### config.mk
export PLATFORM = sky130hd
export DESIGN_NAME = seq_borrow_subtractor
export DESIGN_NICKNAME = d
export VERILOG_FILES = /design/src/rtl/seq_borrow_subtractor.sv
export SDC_FILE = /design/constraint.sdc
export NUM_CORES = 1
export LEC_CHECK = 0
export CAP_MARGIN = 20
export CORE_ASPECT_RATIO = 0.9
export CORE_MARGIN = 1
export CORE_UTILIZATION = 40
export CTS_BUF_LIST = sky130_fd_sc_hd__clkbuf_16
export DETAILED_ROUTE_END_ITERATION = 10
export HOLD_SLACK_MARGIN = 0.1
export PLACE_DENSITY = 0.68
export SKIP_CTS_REPAIR_TIMING = 1
export SLEW_MARGIN = 10
export SYNTH_ARGS = -nofsm -noshare
export SYNTH_HDL_FRONTEND = slang
export SYNTH_SLANG_ARGS = --single-unit
### constraint.sdc
create_clock -name clk -period 2.5 [get_ports clk]
set_input_delay 0.25 -clock clk [delete_from_list [all_inputs] [get_ports clk]]
set_output_delay 0.25 -clock clk [all_outputs]
set_load 0.005 [all_outputs]
### src/rtl/seq_borrow_subtractor.sv
// rtl/seq_borrow_subtractor.sv - multi-cycle signed subtractor, CHUNK bits per cycle, LSB chunk first
//
// Computes diff = a - b - bin as a + ~b + ~bin, one CHUNK-wide slice per cycle,
// with the carry rippling between slices in a register.
//
// Ports:
//   clk, rst_n            rising-edge clock, asynchronous active-low reset
//   in_valid / in_ready   operand handshake (in_ready is high only in IDLE)
//   a, b, bin             minuend, subtrahend, borrow in (captured on accept)
//   out_valid / out_ready result handshake (out_valid is high only in DONE)
//   diff, bout, overflow  result, borrow out, signed overflow (held until next DONE entry)
module seq_borrow_subtractor #(
    parameter int WIDTH = 32,
    parameter int CHUNK = 8
) (
    input  logic             clk,
    input  logic             rst_n,
    input  logic             in_valid,
    output logic             in_ready,
    input  logic [WIDTH-1:0] a,
    input  logic [WIDTH-1:0] b,
    input  logic             bin,
    output logic             out_valid,
    input  logic             out_ready,
    output logic [WIDTH-1:0] diff,
    output logic             bout,
    output logic             overflow
);

    localparam int N  = WIDTH / CHUNK;
    localparam int CW = (N > 1) ? $clog2(N) : 1;

    typedef enum logic [1:0] {
        IDLE = 2'd0,
        BUSY = 2'd1,
        DONE = 2'd2
    } state_t;

    state_t           state_q, state_d;
    logic [CW-1:0]    cnt_q, cnt_d;
    logic [WIDTH-1:0] a_q, a_d;
    logic [WIDTH-1:0] nb_q, nb_d;       // inverted subtrahend
    logic             c_q, c_d;         // inter-chunk carry (inverted borrow)
    logic [WIDTH-1:0] acc_q, acc_d;     // partial result, filled from the top
    logic             a_msb_q, a_msb_d;
    logic             b_msb_q, b_msb_d;
    logic [WIDTH-1:0] diff_q, diff_d;
    logic             bout_q, bout_d;
    logic             overflow_q, overflow_d;

    logic             accept;
    logic             last_chunk;
    logic [CHUNK:0]   sum;
    logic [WIDTH-1:0] acc_next;

    // State and datapath registers
    always_ff @(posedge clk or negedge rst_n) begin
        if (!rst_n) begin
            state_q    <= IDLE;
            cnt_q      <= '0;
            a_q        <= '0;
            nb_q       <= '0;
            c_q        <= 1'b0;
            acc_q      <= '0;
            a_msb_q    <= 1'b0;
            b_msb_q    <= 1'b0;
            diff_q     <= '0;
            bout_q     <= 1'b0;
            overflow_q <= 1'b0;
        end else begin
            state_q    <= state_d;
            cnt_q      <= cnt_d;
            a_q        <= a_d;
            nb_q       <= nb_d;
            c_q        <= c_d;
            acc_q      <= acc_d;
            a_msb_q    <= a_msb_d;
            b_msb_q    <= b_msb_d;
            diff_q     <= diff_d;
            bout_q     <= bout_d;
            overflow_q <= overflow_d;
        end
    end

    assign accept     = (state_q == IDLE) && in_valid;
    assign last_chunk = (cnt_q == CW'(N - 1));

    // Operands shift right by CHUNK each cycle, so the active slice is always at bit 0.
    assign sum = {1'b0, a_q[CHUNK-1:0]} + {1'b0, nb_q[CHUNK-1:0]} + {{CHUNK{1'b0}}, c_q};
    // Result slices enter at the top; after N shifts the LSB chunk has reached bit 0.
    assign acc_next = (acc_q >> CHUNK) | (WIDTH'(sum[CHUNK-1:0]) << (WIDTH - CHUNK));

    // Next-state logic
    always_comb begin
        state_d = state_q;
        case (state_q)
            IDLE:    if (in_valid) state_d = BUSY;
            BUSY:    if (last_chunk) state_d = DONE;
            DONE:    if (out_ready) state_d = IDLE;
            default: state_d = IDLE;
        endcase
    end

    // Datapath next values
    always_comb begin
        cnt_d      = cnt_q;
        a_d        = a_q;
        nb_d       = nb_q;
        c_d        = c_q;
        acc_d      = acc_q;
        a_msb_d    = a_msb_q;
        b_msb_d    = b_msb_q;
        diff_d     = diff_q;
        bout_d     = bout_q;
        overflow_d = overflow_q;
        if (accept) begin
            cnt_d   = '0;
            a_d     = a;
            nb_d    = ~b;
            c_d     = ~bin;
            a_msb_d = a[WIDTH-1];
            b_msb_d = b[WIDTH-1];
        end else if (state_q == BUSY) begin
            cnt_d = cnt_q + CW'(1);
            a_d   = a_q >> CHUNK;
            nb_d  = nb_q >> CHUNK;
            c_d   = sum[CHUNK];
            acc_d = acc_next;
            if (last_chunk) begin
                cnt_d      = '0;
                diff_d     = acc_next;
                bout_d     = ~sum[CHUNK];
                overflow_d = (a_msb_q != b_msb_q) && (acc_next[WIDTH-1] != a_msb_q);
            end
        end
    end

    // Outputs
    always_comb begin
        in_ready  = (state_q == IDLE);
        out_valid = (state_q == DONE);
        diff      = diff_q;
        bout      = bout_q;
        overflow  = overflow_q;
    end

endmodule

# After elaboration in Yosys (flattened, before gate mapping)
# Index checks and enable logic that the tools add are counted.
[classes]
addsub = 3
eq_ne = 8
mux = 13
bitwise = 5
reduce_logical = 7
[ops]
columns = ["op", "n"]
rows = [
  ["32-bit two-way mux", 4],
  ["32-bit NOT", 1],
  ["24-bit by 32-bit OR with 32-bit output", 1],
  ["2-bit two-way mux", 6],
  ["8-bit by 8-bit adder with 9-bit output", 1],
  ["9-bit by 1-bit adder with 9-bit output", 1],
  ["2-bit case mux with 3 select lines", 1],
  ["3-bit AND reduction", 2],
  ["2-bit == test, second input constant", 2],
  ["2-bit inequality test, second input constant", 2],
  ["1-bit NOT", 3],
  ["2-bit by 1-bit adder with 2-bit output, second input constant", 1],
  ["2-bit by 1-bit == test with 1-bit output, second input constant", 1],
  ["1-bit logical AND", 2],
  ["2-bit logical NOT", 1],
  ["1-bit two-way mux", 2],
  ["1-bit inequality test", 2],
  ["2-bit by 1-bit inequality test with 1-bit output, second input constant", 1],
  ["2-bit AND reduction", 1],
  ["2-bit nonzero test", 1],
]
[word_totals]
regBits = 137
in_bits = 69
output_inout_bits = 36
wordCells = 47

# Depth between registers and ports, before layout
# Gate-level depths: netlist (run 1).
[logic_depth]
ltp_word = 5
depth_mapped = 8
ltp_nobuf = 8

# Least setup slack after synthesis (run 1)
# No wires, ideal clock.
[synth_timing]
path_kind = "register -> register"
from = "register a_q[0]"
to = "register c_q"
setup_time_ns = 0.065
arrival_time_ns = 1.958
t_required_ns = 2.435
slack_ns = 0.476
stages_incl_launch_ff = 9
n_path_buf = 0
period_less_slack_ns = 2.024
path_cell_list = "dfrtp_1 > inv_1 > fa_1 > fa_1 > nor2b_1 > o21ai_0 > a21boi_1 > o21a_1 > o221a_2"
[synth_via]
elab_chain_len = 4
[synth_lines]
columns = ["item", "line_no", "rtl"]
rows = [
  ["from (decl)", "41", "logic [WIDTH-1:0] a_q, a_d;"],
  ["from (signal assigned)", "61", "a_q <= '0;"],
  ["from (signal assigned)", "73", "a_q <= a_d;"],
  ["8-bit by 8-bit adder with 9-bit output", "89", "assign sum = {1'b0, a_q[CHUNK-1:0]} + {1'b0, nb_q[CHUNK-1:0]} + {{CHUNK{1'b0}}, c_q};"],
  ["9-bit by 1-bit adder with 9-bit output", "89", ""],
  ["1-bit two-way mux", "123", "end else if (state_q == BUSY) begin"],
  ["1-bit two-way mux", "116", "if (accept) begin"],
  ["to (signal assigned)", "63", "c_q <= 1'b0;"],
  ["to (signal assigned)", "75", "c_q <= c_d;"],
  ["to (decl)", "43", "logic c_q, c_d;"],
]
# Every way passes these cells. The select of a mux whose other input is x is not followed.
# A chain may end at the register's enable or synchronous reset.

# Final worst setup path (run 1)
# Same ends and word-level chain as after synthesis.

==> results.sh, run 1 <==
export IMPL_drc_errors=7
export IMPL_met1Wirelength_um=5948
export IMPL_endpoint_kind="register"
export IMPL_cts_tree="built"
export IMPL_critPathMaxStageDelay_ps=480
export IMPL_synthesis_nets=592
export IMPL_crit_path_top_delay_cell="fa_1"
export IMPL_multiInputGateArea_um2=2069
export IMPL_syn_inst=513
export IMPL_htreeDepth=4
export IMPL_final_layout_size_suffix_gt1_frac=0.1190
export IMPL_ys_warnings_count=0
export IMPL_grt_use_total=0.1874
export IMPL_cts_buffer_depth=2
export IMPL_avgRoutedWirePerCell_um=15.61
export IMPL_finalSetupViolCount=0
export IMPL_row_count=40
export IMPL_cp_start_kind="register"
export IMPL_clk_latency_ps=400
export IMPL_cts_buffers=17
export IMPL_final_util=0.5470
export IMPL_rsz0062_at_grt="no"
export IMPL_first_pass_iters=9
export IMPL_fillers=1147
export IMPL_grt_pass1_wl_um=20580
export IMPL_hold_worst_slack_ps=382.0
export IMPL_vias=4099
export IMPL_synth_area_leaders="dfrtp_1 (59%), nand2_1 (9.5%), mux2_2 (4.1%), a221o_1 (4.0%), o21ai_0 (3.8%)"
export IMPL_boundaryPins=105
export IMPL_min_path_type="input port to async pin"
export IMPL_via_per_inst=5.137
export IMPL_portBuffers=104
export IMPL_power_mw=10.18
export IMPL_highest_layer="met4"
export IMPL_area_growth_pct=33.59
export IMPL_maxSlewHeadroom=0.6351
export IMPL_worstSetupPathType="register to register"
export IMPL_worstMarginPinSlew_ps=547.4
export IMPL_cts_sinks=129
export IMPL_diodes=0
export IMPL_finClkSkew_ps=8.628
export IMPL_r2r_start="a_q[0]"
export IMPL_p_leak_nw=3.375
export IMPL_cp_arrival_ps=2610
export IMPL_grt_pass1_vias=4088
export IMPL_crit_chain="inv_1 > fa_1 > fa_1 > nor2b_1 > o21ai_0 > a21boi_1 > o21a_1 > o221a_2"
export IMPL_die_w_um=125.3
export IMPL_ys_flop_type="dfrtp_1"
export IMPL_status="complete, but fails checks"
export IMPL_path_clk_slew_ps=60
export IMPL_wl_met3_um=658
export IMPL_crit_family="adder cells"
export IMPL_p_per_area_nw_per_um2=1393
export IMPL_setup_ws_ps=230.1
export IMPL_crit_required_ps=2840
export IMPL_place_gp_congestion=0.7693
export IMPL_wl_um=12460
export IMPL_fmaxAchievable_mhz=440.5
export IMPL_dp_hpwl_um=8515
export IMPL_synth_seq_cells=129
export IMPL_nNetsFinal=696
export IMPL_dieArea_um2=14150
export IMPL_yosys_area_top_type="dfrtp_1"
export IMPL_synth_edf_count=0
export IMPL_dpl_worst_slack_ps=260.5
export IMPL_finalHoldViolCount=0
export IMPL_dr_wl_met2_um=5694
export IMPL_r2r_end="c_q"
export IMPL_synthesis_area_um2=5471
export IMPL_slew_viol_final=0
export IMPL_initial_core_util=0.4095
export IMPL_cts_root_buf="clkbuf_16"
export IMPL_fp_dieH_um=113.0
export IMPL_regArea_um2=3228
export IMPL_r2r_slack_ps=230
export IMPL_ff2ff_path_depth=8
export IMPL_synthArstFlopShare=1.000
export IMPL_setup_tns_ps=0
export IMPL_maxCapViolations=0
export IMPL_ys_seq_area_frac=0.5900
export IMPL_antenna_found_initial=0
export IMPL_fin_crit_ps=2270
export IMPL_yosysUniqueCellTypes=47
export IMPL_netlist_area_leader_share=0.5900
export IMPL_critPathBufInv=1
export IMPL_worstPathMaxFanout=5
export IMPL_grt_overflow_total=0
export IMPL_ant_nets=0
export IMPL_core_area_um2=13360
export IMPL_violations="DRC"
export IMPL_max_vdd_ir_drop_v=0.0006038
export IMPL_syn_area_per_cell_um2=10.67
export IMPL_period_share=0.9080
export IMPL_grt_max_degree=61
export IMPL_drt_iter0_drc=255
export IMPL_worst_path_most_repeated_cell="fa_1"
flip-flops by register name, indices dropped and copies added (netlist names):
register,count
a_msb_q,1
a_q,32
acc_q,24
b_msb_q,1
bout,1
c_q,1
cnt_q,2
diff,32
nb_q,32
overflow,1
state_q,2
final cells by class:
type                            instances  share of cell area
Clock buffer                           17             0.05820
Clock inverter                         15             0.02636
Inverter                                9            0.004622
Multi-Input combinational cell        342              0.2831
Sequential cell                       129              0.4416
Tap cell                              168             0.02876
Timing Repair Buffer                  118              0.1573
power breakdown:
part           switching (mW)  leakage, nW  internal, mW
clock network           0.900        0.298          1.66
logic                    2.13         1.44          1.86
registers               0.579         1.64          3.06
total                    3.61         3.38          6.57
cells in the mapped netlist, types with 2 or more instances:
library cell	count
dfrtp_1	129
or4_1	2
nand3_1	11
mux2_2	20
xor2_1	3
nor2b_1	2
nand2_1	138
mux2_1	4
a21oi_1	2
ha_1	8
inv_1	9
a22oi_1	25
nor3b_1	2
buf_2	10
clkbuf_1	19
nand2b_1	7
nor2_1	28
o221ai_1	2
fa_1	2
o21ai_0	41
buf_1	2
a221o_1	22
stage by stage:
stage / cell area [um2] / std cells
6_report: 7310 / 798
5_1_grt: 7310 / 798
4_1_cts: 7300 / 797
3_5_place_dp: 6681 / 765
3_3_place_gp: 6681 / 765
2_1_floorplan: 5472 / 513
cell families after synthesis:
group / after synthesis / share of synthesized area
buffers and inverters: 42 / 0.03453
AOI/OAI and AO/OA: 107 / 0.1448
muxes: 24 / 0.04939
xor gates and xnor gates: 4 / 0.006404
and+or+nand+nor: 197 / 0.1493
DFF: 129 / 0.5900
adders and majority gates: 10 / 0.02561
worst max path at each step:
stage | start | endpoint | slack (ps) | cells past startpoint
6_report | a_q[0] | c_q | 230 | 8
5_1_grt | a_q[0] | c_q | 90 | 8
4_1_cts | a_q[0] | c_q | 240 | 8
3_5_place_dp | a_q[0] | c_q | 260 | 8
3_3_place_gp | a_q[0] | c_q | 350 | 8
2_1_floorplan | a_q[0] | c_q | 480 | 8
metal layers:
metal / GRT usage / vias up
met3: 0.05532 / 10
li1: - / 1991
met1: 0.2480 / 1982
met4: 0.06748 / 0
met5: 0 / -
met2: 0.2942 / 116
layout by cell type, fill, tap and decap left out, types with 2 or more instances in the layout:
cell,Yosys,layout
nor3b_1,2,2
o21ai_0,41,41
clkbuf_16,0,17
xor2_1,3,3
clkinv_4,0,4
fa_1,2,2
nand3_1,11,11
buf_4,0,13
mux2_2,20,20
a22oi_1,25,25
clkinv_1,0,2
nand2_1,138,138
a21oi_1,2,2
nand2b_1,7,6
a221o_1,22,22
o221ai_1,2,2
bufinv_16,0,4
inv_1,9,9
nor2_1,28,28
clkinv_2,0,3
mux2_1,4,4
clkinvlp_4,0,2
ha_1,8,8
or4_1,2,2
dfrtp_1,129,129
clkdlybuf4s50_1,0,103
(Power assumes the default switching activity.)
==> run 2, diff against run 1 <==
==> constraint.sdc (replaced) <==
create_clock -name clk -period 2.5 [get_ports clk]
set_input_delay 0.25 -clock clk [delete_from_list [all_inputs] [get_ports clk]]
set_output_delay 0.25 -clock clk [all_outputs]
set_load 0.1 [all_outputs]
==> results.sh, run 2 (synthesis gave the netlist of run 1 again) <==
export IMPL_status="complete, but fails checks"
export IMPL_violations="DRC"
export IMPL_rsz0062_at_grt="no"
export IMPL_place_area_um2=6585
export IMPL_finalHoldViolCount=0
export IMPL_worstSetupPathType="register to register"
export IMPL_cts_sinks=129
export IMPL_nNetsFinal=692
export IMPL_clk_latency_ps=410
export IMPL_area_growth_pct=30.99
export IMPL_grt_pass1_wl_um=20840
export IMPL_critPathBufInv=1
export IMPL_vias=4201
export IMPL_finalSetupViolCount=0
export IMPL_setup_tns_ps=0
export IMPL_final_cell_area_um2=7167
export IMPL_min_path_type="input port to async pin"
export IMPL_worstMarginPinSlew_ps=1011
export IMPL_diodes=0
export IMPL_grt_pass1_vias=4142
export IMPL_cts_buffer_depth=2
export IMPL_ant_nets=0
export IMPL_dp_hpwl_um=8679
export IMPL_cts_buffers=17
export IMPL_maxCapViolations=0
export IMPL_grt_max_degree=52
export IMPL_maxSlewHeadroom=0.3247
export IMPL_first_pass_iters=8
export IMPL_wl_um=12780
export IMPL_fmaxAchievable_mhz=434.5
export IMPL_final_layout_size_suffix_gt1_frac=0.1709
export IMPL_portBuffers=104
export IMPL_dieArea_um2=14150
export IMPL_wl_met3_um=881
export IMPL_worst_path_most_repeated_cell="fa_1"
export IMPL_initial_core_util=0.4095
export IMPL_finClkSkew_ps=10.41
export IMPL_cp_start_kind="register"
export IMPL_period_share=0.9205
export IMPL_core_area_um2=13360
export IMPL_path_clk_slew_ps=60
export IMPL_avgRoutedWirePerCell_um=16.09
export IMPL_crit_family="adder cells"
export IMPL_drc_errors=7
export IMPL_htreeDepth=4
export IMPL_dr_wl_met2_um=6056
export IMPL_via_per_inst=5.291
export IMPL_drt_iter0_drc=324
export IMPL_cts_tree="built"
export IMPL_critPathMaxStageDelay_ps=470
export IMPL_boundaryPins=105
export IMPL_grt_overflow_total=0
export IMPL_endpoint_kind="register"
export IMPL_row_count=40
export IMPL_fin_crit_ps=2301
export IMPL_layout_common_cells="nand2_1 (138), dfrtp_1 (129), clkdlybuf4s50_1 (67), buf_4 (44), o21ai_0 (41)"
export IMPL_met1Wirelength_um=5720
export IMPL_fp_dieH_um=113.0
export IMPL_antenna_found_initial=0
export IMPL_slew_viol_final=0
export IMPL_crit_path_top_delay_cell="fa_1"
export IMPL_crit_required_ps=2840
export IMPL_final_common_cell="nand2_1"
export IMPL_place_gp_congestion=0.8059
export IMPL_worstPathMaxFanout=5
export IMPL_cts_root_buf="clkbuf_16"
export IMPL_crit_chain="inv_1 > fa_1 > fa_1 > nor2b_1 > o21ai_0 > a21boi_1 > o21a_1 > o221a_2"
export IMPL_hold_worst_slack_ps=361.3
export IMPL_die_w_um=125.3
export IMPL_cp_arrival_ps=2650
export IMPL_grt_use_total=0.1916
export IMPL_highest_layer="met4"
run 2: cell types whose count changed in the layout (fill, tap and decap cells not counted), moves of 2 or more:
cell             delta
inv_1               +2
buf_12              +2
clkdlybuf4s50_1    -36
buf_4              +31
clkinvlp_4          +2
bufinv_16           -2
run 2: final timing paths:
kind                            from  depth (start not counted)  slack (ps)         to
max in group asynchronous      rst_n                          3        1220        c_q
min in group clk               a[29]                          3         390    a_q[29]
hold / removal                 rst_n                          2         360   diff[10]
setup reg to reg              a_q[0]                          8         200        c_q
hold reg to reg            acc_q[14]                          2         470  acc_q[14]
setup / recovery              a_q[0]                          8         200        c_q
run 2: cell type report:
| cell class | count | area [um2] |
|---|---|---|
| Multi-Input combinational cell | 342 | 2072 |
| Clock buffer | 17 | 425.4 |
| Timing Repair Buffer | 114 | 1051 |
| Tap cell | 168 | 210.2 |
| Fill cell | 1204 | 6196 |
| Sequential cell | 129 | 3228 |
| Clock inverter | 15 | 146.4 |
| Inverter | 9 | 33.78 |
run 2: metrics by stage:
step	std cells	utilization	setup slack, ps
4_1_cts	793	0.5356	225.3
3_5_place_dp	761	0.4928	257.9
6_report	794	0.5363	198.7
2_1_floorplan	513	-	231.6
5_1_grt	794	0.5363	47.57
3_3_place_gp	761	0.4928	349.3
run 2: layer usage:
layer / up-vias / GRT usage
li1: 1997 / -
met2: 151 / 0.3088
met1: 2040 / 0.2481
met4: 0 / 0.06992
met5: - / 0
met3: 13 / 0.05437
Power of run 2 is left out: the tool's default activity adds up to more than one toggle a clock period on the data nets, which glitch-free logic cannot reach.
==> run 3, diff against run 2 <==
--- a/config.mk
+++ b/config.mk
@@ -11,10 +11,10 @@
 export CORE_UTILIZATION = 40
 export CTS_BUF_LIST = sky130_fd_sc_hd__clkbuf_16
 export DETAILED_ROUTE_END_ITERATION = 10
+export GPL_ROUTABILITY_DRIVEN = 0
 export HOLD_SLACK_MARGIN = 0.1
 export PLACE_DENSITY = 0.68
 export SKIP_CTS_REPAIR_TIMING = 1
-export SLEW_MARGIN = 10
 export SYNTH_ARGS = -nofsm -noshare
 export SYNTH_HDL_FRONTEND = slang
 export SYNTH_SLANG_ARGS = --single-unit
==> results of run 3 <==
Final layout, timing and power as in run 2 (identical DEF).
Power of run 3 is left out for the same reason.
